$ cat src/rtl/noc_rr_lock_arbiter.sv
// Round-robin output-port arbiter with optional wormhole locking: once a multi-flit packet
// wins, the output stays with that input until its tail flit is accepted.
module noc_rr_lock_arbiter #(
    parameter  int NUM_REQ = 4,
    parameter  bit LOCK_EN = 1'b1,
    localparam int IDX_W   = $clog2(NUM_REQ)
) (
    input  logic               clk,
    input  logic               reset,
    input  logic [NUM_REQ-1:0] req,
    input  logic [NUM_REQ-1:0] last,
    input  logic               accept,
    output logic [NUM_REQ-1:0] grant,
    output logic               grant_valid,
    output logic [IDX_W-1:0]   grant_idx,
    output logic               locked
);

    typedef enum logic {
        S_IDLE   = 1'b0,
        S_LOCKED = 1'b1
    } state_e;

    state_e             state_q, state_d;
    logic [IDX_W-1:0]   ptr_q, ptr_d;
    logic [IDX_W-1:0]   owner_q, owner_d;

    logic               win_found;
    logic [IDX_W-1:0]   win_idx;
    logic [NUM_REQ-1:0] one_hot;
    logic               transfer;
    int                 cand;

    // Winner selection: the owner alone while locked, otherwise the first requester at or after ptr.
    always_comb begin
        win_found = 1'b0;
        win_idx   = '0;
        cand      = 0;
        if (state_q == S_LOCKED) begin
            win_found = req[owner_q];
            win_idx   = owner_q;
        end else begin
            for (int k = 0; k < NUM_REQ; k++) begin
                cand = int'(ptr_q) + k;
                if (cand >= NUM_REQ) cand = cand - NUM_REQ;
                if (!win_found && req[cand]) begin
                    win_found = 1'b1;
                    win_idx   = IDX_W'(cand);
                end
            end
        end
        // Outputs must read zero for the whole time reset is held, not just after the next edge.
        if (reset) win_found = 1'b0;
    end

    always_comb begin
        one_hot          = '0;
        one_hot[win_idx] = win_found;
    end

    assign grant       = one_hot;
    assign grant_valid = win_found;
    assign grant_idx   = win_found ? win_idx : '0;
    assign locked      = LOCK_EN && (state_q == S_LOCKED) && !reset;
    assign transfer    = accept && win_found;

    // NOTE: every variable gets a default at the top of always_comb so no path infers a latch.
    always_comb begin
        state_d = state_q;
        ptr_d   = ptr_q;
        owner_d = owner_q;
        if (transfer) begin
            ptr_d = (win_idx == IDX_W'(NUM_REQ - 1)) ? '0 : win_idx + IDX_W'(1);
            if (state_q == S_IDLE) begin
                if (LOCK_EN && !last[win_idx]) begin
                    state_d = S_LOCKED;
                    owner_d = win_idx;
                end
            end else if (last[owner_q]) begin
                state_d = S_IDLE;
            end
        end
    end

    // NOTE: state flops use non-blocking assignments and reset asynchronously on reset's rising edge.
    always_ff @(posedge clk or posedge reset) begin
        if (reset) begin
            state_q <= S_IDLE;
            ptr_q   <= '0;
            owner_q <= '0;
        end else begin
            state_q <= state_d;
            ptr_q   <= ptr_d;
            owner_q <= owner_d;
        end
    end

endmodule

$ cat config.mk
export PLATFORM = sky130hd
export DESIGN_NAME = noc_rr_lock_arbiter
export DESIGN_NICKNAME = d
export VERILOG_FILES = /design/src/rtl/noc_rr_lock_arbiter.sv
export SDC_FILE = /design/constraint.sdc
export NUM_CORES = 1
export LEC_CHECK = 0
export CAP_MARGIN = 20
export CORE_MARGIN = 2
export CORE_UTILIZATION = 47
export CTS_BUF_LIST = sky130_fd_sc_hd__clkbuf_2
export DETAILED_ROUTE_END_ITERATION = 10
export GPL_TIMING_DRIVEN = 0
export MAX_ROUTING_LAYER = met4
export PLACE_DENSITY = 0.78
export SETUP_SLACK_MARGIN = 0.05
export SLEW_MARGIN = 10
export SYNTH_ARGS = -nofsm -noshare
export SYNTH_HDL_FRONTEND = slang
export SYNTH_SLANG_ARGS = --single-unit
$ cat constraint.sdc
create_clock -name clk -period 5.6 [get_ports clk]
set_input_delay 1.12 -clock clk [delete_from_list [all_inputs] [get_ports clk]]
set_output_delay 1.12 -clock clk [all_outputs]
set_load 0.05 [all_outputs]
==> out/results.txt, run 1 <==
STA classifies the critical path startpoint as an input port. The maximum cell stage delay along the critical path is 0.80 ns. 19 I/O pins were placed.

The tightest min-delay check is of the register to register type. Once detail routing completed, the nets flagged for antenna violations numbered 0. The worst setup path is captured at an output pin. The run gives 0 ns as the setup TNS after final layout. The number of global-route vias before repair was 538; the vertical die dimension was 40.9 um.

STA puts the critical path data required time at 4.48 ns. The synthesized design devotes to its leading area cell type 19.6% of total area. Detailed placement finished with a half-perimeter wire length of 1230 um. Library cell contributing the largest single delay on the critical path: sky130_fd_sc_hd__clkdlybuf4s50_1. Counting both buffers and inverters, the worst setup path holds a total of 3. For this design the static power due to leakage is 0.363 nW.

The number of non-filler instances in the completed layout came out at 110. At the end of routability-driven placement, the weighted congestion stood at 0.839. The area of the core region is 1280 um2, and the worst slack on hold paths is 0.590 ns. For the number of failing hold endpoints at the final stage, the log shows 0.

The total global-route track usage was 21.8%. Buffers added to address setup during post-CTS repair amount to 0. The first detailed-routing pass took 4 iterations. Once the floorplan was initialized, standard cells occupied 49.8% of the core. At the pin with the least slew margin, the transition time is 0.503 ns. The run finished with clean final reports. The average instance area after synthesis came out at 8.76 um2. The area of the die is 1670 um2, and the Yosys warning count is 0. The critical path's top delay family is buffers and inverters. TritonCTS built the clock tree. The per-cell via count in the routed design is 5.66. Of all flip-flops after synthesis, the portion carrying an async set or reset was 100%.

The run gives 111 as the post-layout net count. Leaving out fill and tap cells, the most frequent cell in the layout is sky130_fd_sc_hd__clkdlybuf4s50_1. For the initial antenna violation count, the log shows 0.

After global routing the overflow that remains totals 0. The post-CTS clock slew at the launch and capture registers of the worst setup and hold paths came out at 0.06 ns. Summed over all instances, the cell type with the most area after synthesis is sky130_fd_sc_hd__dfrtp_1. For this block, the routed nets add up to 1510 um of wire.

In the layout the commonest cells are sky130_fd_sc_hd__clkdlybuf4s50_1, sky130_fd_sc_hd__nand2_1, sky130_fd_sc_hd__and2_1. The tools report the count of different cell masters after synthesis as 37. The fraction of final layout cells with drive strength greater than 1 was 17.9%. The layout overhead on the synthesized area is 34.2%, and the clock latency at the later pin of the worst-skew pair is 0.22 ns. Based on the critical path, the design can be clocked at up to 0.208 GHz.

Classification of the worst setup path: input port to output pin. The maximum level of the CTS H-tree was 1; the power density over the cells was 509 nW/um2. The number of enable flip-flop cells after synthesis was 0; the total instance count after detailed placement was 106. The number of gates resized after cts was 0; the site row count was 13. The run gives 0 as the max-capacitance violation count. The max-slew violation total from the final report was 0; the register area share after synthesis was 19.6%. For the finished layout, the period the worst path requires is 4.80 ns. Walking the worst path, the cells encountered are clkdlybuf4s50_1, nor4_1, a311o_1, o31a_2, inv_2, ha_1, and2_1, clkdlybuf4s50_1. After synthesis the netlist holds a flip-flop and latch count of 5.

Clock tree synthesis inserted a total of 3 buffers. In the synthesized netlist, the number of instances is 73. The horizontal extent of the die came out at 40.9 um. For this design, the sink count on the clock tree is 5. The largest fanout on the critical path came out at 6. After detailed routing, the average wire length per cell comes to 13.7 um. During placement, the flow inserted port buffers numbering 18.

Setup repair after global routing left no endpoint under its margin. The tools report the count of hold-fix buffers inserted at cts as 0. Ranked by total cell area, the synthesized netlist is headed by sky130_fd_sc_hd__dfrtp_1, sky130_fd_sc_hd__ha_1, sky130_fd_sc_hd__and2_1, sky130_fd_sc_hd__nor2b_1, sky130_fd_sc_hd__nand2_1. 0 antenna diodes ended up in the layout. Synthesized area: 639 um2. After detailed routing, the number of remaining DRC violations is 0.

Counting every net in the synthesized netlist gives 88. Entering global routing, the biggest net connects 11 pins. Setup violations remaining at the end of the flow were counted as 0.

The most used flip-flop cell after synthesis is sky130_fd_sc_hd__dfrtp_1. For the worst setup path, the data arrival time is 3.68 ns. The first global-routing pass estimated 2280 um of wire. The first routing iteration left 9 violations. Between clock sinks in the finished design, the worst skew comes to 0.00756 ns. The run gives 2 as the maximum clock insertion buffer count. In this design, the critical path's most frequently occurring cell is sky130_fd_sc_hd__clkdlybuf4s50_1. CTS placed an instance of sky130_fd_sc_hd__clkbuf_2 at the clock tree root.

Measured against its own limit, the worst slew margin works out to 66.4%. Post-route fraction of the period consumed by the critical path: 85.8%. Across the VDD grid, the largest voltage drop is 0.278 mV.

The routed layout has 623 vias.
## sequential cells by signal, indices dropped and copies added (netlist names)
name and count:
ptr_q 2, state_q 1, owner_q 2
## cell type report
class	instances	area, um2
plain buffers	1	11.3
clock buffers	4	20.0
fillers	116	427
inverters	6	22.5
multi-input cells	61	480
flip-flops and latches	5	125
well taps	15	18.8
repair buffers	18	180
## cell usage after synthesis, types with 2 or more instances
library cell,instances
sky130_fd_sc_hd__nand2_1,8
sky130_fd_sc_hd__and2_1,6
sky130_fd_sc_hd__dfrtp_1,5
sky130_fd_sc_hd__inv_1,5
sky130_fd_sc_hd__nor2b_1,5
sky130_fd_sc_hd__ha_1,4
sky130_fd_sc_hd__nor2_1,4
sky130_fd_sc_hd__mux2_2,2
sky130_fd_sc_hd__mux2i_1,2
sky130_fd_sc_hd__o211ai_1,2
sky130_fd_sc_hd__o21ai_0,2
sky130_fd_sc_hd__or2_2,2
sky130_fd_sc_hd__or2b_2,2
## layer usage
layer / share of wire [%] / track usage (%)
met3: 4.6 / 4.89
met4: 0.73 / 9.17
met1: 47 / 27.5
met2: 47 / 33.2
met5: 0 / -
## per-stage QoR
step	utilization (%)	area (um2)	setup slack, ns	total power, mW
2_1_floorplan	-	639	1.62	0.314
3_3_place_gp	65.2	838	0.831	0.395
3_5_place_dp	65.2	838	0.808	0.402
4_1_cts	66.8	858	0.800	0.437
5_1_grt	66.8	858	0.668	0.469
6_report	66.8	858	0.796	0.437
## cells by family after synthesis
family	Yosys count	synth area share (%)
AOI/OAI and AO/OA	18	23.7
adders and majority gates	4	7.83
DFF	5	19.6
and+or+nand+nor	33	29.4
muxes	6	14.3
buffers and inverters	7	5.28
## power breakdown
group | internal [mW] | switching [mW] | leakage (nW) | total (mW)
sequential | 0.0534 | 0.0241 | 0.0545 | 0.0774
combinational | 0.135 | 0.190 | 0.292 | 0.325
clock | 0.0189 | 0.0152 | 0.0166 | 0.0341
## path summary, 6_finish.rpt
path | startpoint | to | slack, ns | cells past startpoint
setup reg to reg | ptr_q[1]$_DFFE_PP0P_ | ptr_q[1]$_DFFE_PP0P_ | 3.57 | 6
min in group asynchronous | reset | owner_q[1]$_DFFE_PP0P_ | 1.21 | 2
setup / recovery | req[1] | grant[1] | 0.80 | 8
max in group asynchronous | reset | owner_q[0]$_DFFE_PP0P_ | 4.18 | 2
hold reg to reg | owner_q[1]$_DFFE_PP0P_ | owner_q[1]$_DFFE_PP0P_ | 0.59 | 2
hold / removal | owner_q[1]$_DFFE_PP0P_ | owner_q[1]$_DFFE_PP0P_ | 0.59 | 2
## worst register-to-register path: cells and delay by family, from the launching register on
kind            cells  cell delay, ns
compound gates      2            0.49
fa+ha+maj           1            0.29
buf+inv             1            0.10
flops               1            0.46
mux                 1            0.25
simple gates        1            0.32
No activity file was read; power rests on OpenSTA's default activity.
==> run 2: changes to the inputs <==
- CORE_UTILIZATION: 47 -> 30
- DONT_BUFFER_PORTS: not set -> 1
- PLACE_DENSITY: 0.78 -> 0.42
==> out/results.txt, run 2 (synthesized netlist as in run 1, its figures left out) <==
Top routing layer in use: met4. Critical path's top delay family: simple AND/OR/NAND/NOR gates. The pin count of the biggest net entering global routing was 11 (unchanged); the wire length after detailed routing was 1580 um (+4.4%). Total clock sinks: 5 (unchanged). Antenna diode count: 0 (unchanged). Buffer and inverter count on the worst path: 0 (-3). The register share of total power is 19.9% (+2.2 points), and the area of the die is 2520 um2 (+51%). The run gives 0 (unchanged) as the count of hold-fix buffers inserted at cts. The count of port buffers added during placement was 0 (-18). The run gives 0 ns (unchanged) as the setup TNS after final layout.

The power density over the cells is 565 nW/um2 (+11%), and the area of the core region is 1980 um2 (+54%). For the worst slew slack as a fraction of its limit, the log shows 37.3% (-29 points). The length of the first detailed-routing pass in iterations is 4 (unchanged), and the arrival time reported for the critical path endpoint is 2.96 ns (-0.72 ns). The number of top-level pins was 19 (unchanged); the slew at the pin closest to its max-slew limit was 0.938 ns (+0.435 ns). The setup clock skew after layout is 0.00497 ns (-0.00259 ns). The per-cell via count in the routed design works out to 5.45 (-3.7%). The library cell contributing the largest single delay on the critical path is sky130_fd_sc_hd__nor2b_1. The layout overhead on the synthesized area works out to 8.41%. The tools report the kind of end point of the critical path as an output pin. The part of the power in combinational logic is 71.6% (-2.8 points), and the number of buffers inserted during clock tree synthesis is 3 (unchanged).

The largest fanout on the critical path was 8 (+2). The tools report the maximum level of the CTS H-tree as 1 (unchanged). The max-capacitance violation count is 0 (unchanged), and the vertical die dimension is 50.2 um (+23%). The tools report the routed wire length on met3 as 126 um (+83%).

The clock root buffer master was sky130_fd_sc_hd__clkbuf_2. The wire length the detailed router placed on met1 was 715 um (+0.14%). Setup repair after global routing left no endpoint under its margin. The residual overflow from global routing was 0 (unchanged). The post-CTS clock slew at the launch and capture registers of the worst setup and hold paths is 0.05 ns (about the same), and the internal power summed over all cells is 0.170 mW (-18%). The run gives 211 (+82%) as the number of fill cells in the layout. The tools report the maximum clock insertion buffer count as 2 (unchanged). First-iteration detailed-routing DRC count: 14 (+5). The horizontal extent of the die was 50.2 um (+23%). The power dissipated by switching net loads was 0.221 mW (-3.4%). The total global-route track usage is 14.4% (-7.4 points).

For the wire length of the first global-routing pass, the log shows 2670 um (+17%). The logs give 0 (unchanged) for the count of endpoints failing setup in the final report and 100 (-5.7%) for the total instance count after detailed placement. The run gives 1.52 ns (+0.725 ns) as the worst setup margin. The library cell used most frequently in the layout, excluding fill and tap cells, is sky130_fd_sc_hd__nand2_1. The largest registers in the layout are owner_q (2), ptr_q (2), state_q (1). Vias after detailed routing: 567 (-9.0%). The maximum cell stage delay along the critical path was 0.82 ns (+0.02 ns).

For the routed length on met2, the log shows 729 um (+2.2%). The run gives 1.50 ns (+0.688 ns) as the worst slack after detailed placement. The run gives 0 (unchanged) as the number of post-CTS setup repair buffers.

The critical path is of the input port to output pin type. STA classifies the critical path startpoint as an input port. The tools report the highest attainable clock frequency as 0.245 GHz (+18%). The number of non-filler instances in the completed layout came out at 104 (-5.5%). The clock network fraction of total power is 8.5% (+0.7 points), and the mean routed wirelength per cell is 15.1 um (+10%). The run gives 93 (-16%) as the post-layout net count. Walking the worst path, the cells encountered are nor4_1, or2_2, a21oi_2, nor2b_1. The flow ran to the end, and the final reports show no timing, DRC or antenna violations.

Site row count: 16 (+3). The leakage power was 0.295 nW (-19%). Worst slack on hold paths: 0.623 ns (+0.0331 ns). TritonCTS built the clock tree. The number of gates resized after cts is 0 (unchanged), and the starting density of the core is 32.3% (-17 points). The fraction of power spent switching nets is 56.5% (+4.1 points).

The fraction of final layout cells with drive strength greater than 1 was 22.1% (+4.2 points); the initial antenna violation count was 0 (unchanged). The post-route fraction of the period consumed by the critical path is 72.8% (-13 points). The shortest clock period the worst path allows after layout is 4.08 ns (-0.725 ns). Number of failing hold endpoints at the final stage: 0 (unchanged). The clock latency at the later pin of the worst-skew pair came out at 0.21 ns (about the same).

The worst path required time is 4.48 ns (about the same), and the number of global-route vias before repair is 545 (+1.3%). The tools report the count of antenna-violating nets left after detailed routing as 0 (unchanged). The top cell types in the final layout, fill and taps aside, are sky130_fd_sc_hd__nand2_1, sky130_fd_sc_hd__and2_1, sky130_fd_sc_hd__inv_1, sky130_fd_sc_hd__nor2b_1, sky130_fd_sc_hd__dfrtp_1. The max-slew violation total from the final report was 0 (unchanged). The total DRC errors in the routed layout is 0 (unchanged). The worst-case vdd ir drop was 0.200 mV (-28%); the sum of net half-perimeters after detailed placement was 1250 um (+1.7%). The run gives 0.742 (-12%) as the final weighted congestion in routability-driven placement.

The tightest min-delay check is of the register to register type.
run 2: cell count changes in the layout (fill, tap and decap cells not counted), sizes merged:
cell,before,now
clkdlybuf4s50,18,0
run 2: path summary, 6_finish.rpt:
kind                                             start  slack (ns)  depth (start not counted)                endpoint
worst min register to register    ptr_q[0]$_DFFE_PP0P_        0.62                          1    ptr_q[0]$_DFFE_PP0P_
min in group asynchronous                        reset        0.71                          1  owner_q[0]$_DFFE_PP0P_
worst max register to register  owner_q[0]$_DFFE_PP0P_        3.42                          5    ptr_q[0]$_DFFE_PP0P_
worst max-delay path                            req[0]        1.52                          4            grant_idx[1]
max in group asynchronous                        reset        4.69                          1    ptr_q[0]$_DFFE_PP0P_
worst min-delay path              ptr_q[0]$_DFFE_PP0P_        0.62                          1    ptr_q[0]$_DFFE_PP0P_
run 2: layout make-up:
class                      count  area, um2  area share [%]
buffer                         1       11.3            1.62
clock buffer                   4       20.0            2.89
inverter                       6       22.5            3.25
multi-input combinational     61        480            69.3
sequential                     5        125            18.1
tap                           27       33.8            4.87
run 2: power by group through the flow:
stage / combinational [mW] / sequential, mW / clock, mW
after floorplan: 0.244 / 0.0706 / 0
after global placement: 0.282 / 0.0802 / 0
after detailed placement: 0.282 / 0.0786 / 0
after CTS: 0.283 / 0.0780 / 0.0351
after global routing: 0.310 / 0.0807 / 0.0397
final: 0.281 / 0.0780 / 0.0331
run 2: per-stage QoR:
stage	utilization [%]	cell area, um2	power [mW]
after CTS	35.0	693	0.396
after detailed placement	34.0	673	0.361
final	35.0	693	0.392
after floorplan	-	639	0.314
after global routing	35.0	693	0.430
after global placement	34.0	673	0.362
run 2: layer usage:
layer | vias to the layer above | global-route usage [%]
met4 | 0 | 8.80
met2 | 17 | 19.7
li1 | 279 | -
met1 | 269 | 18.2
met3 | 2 | 4.76
met5 | - | -
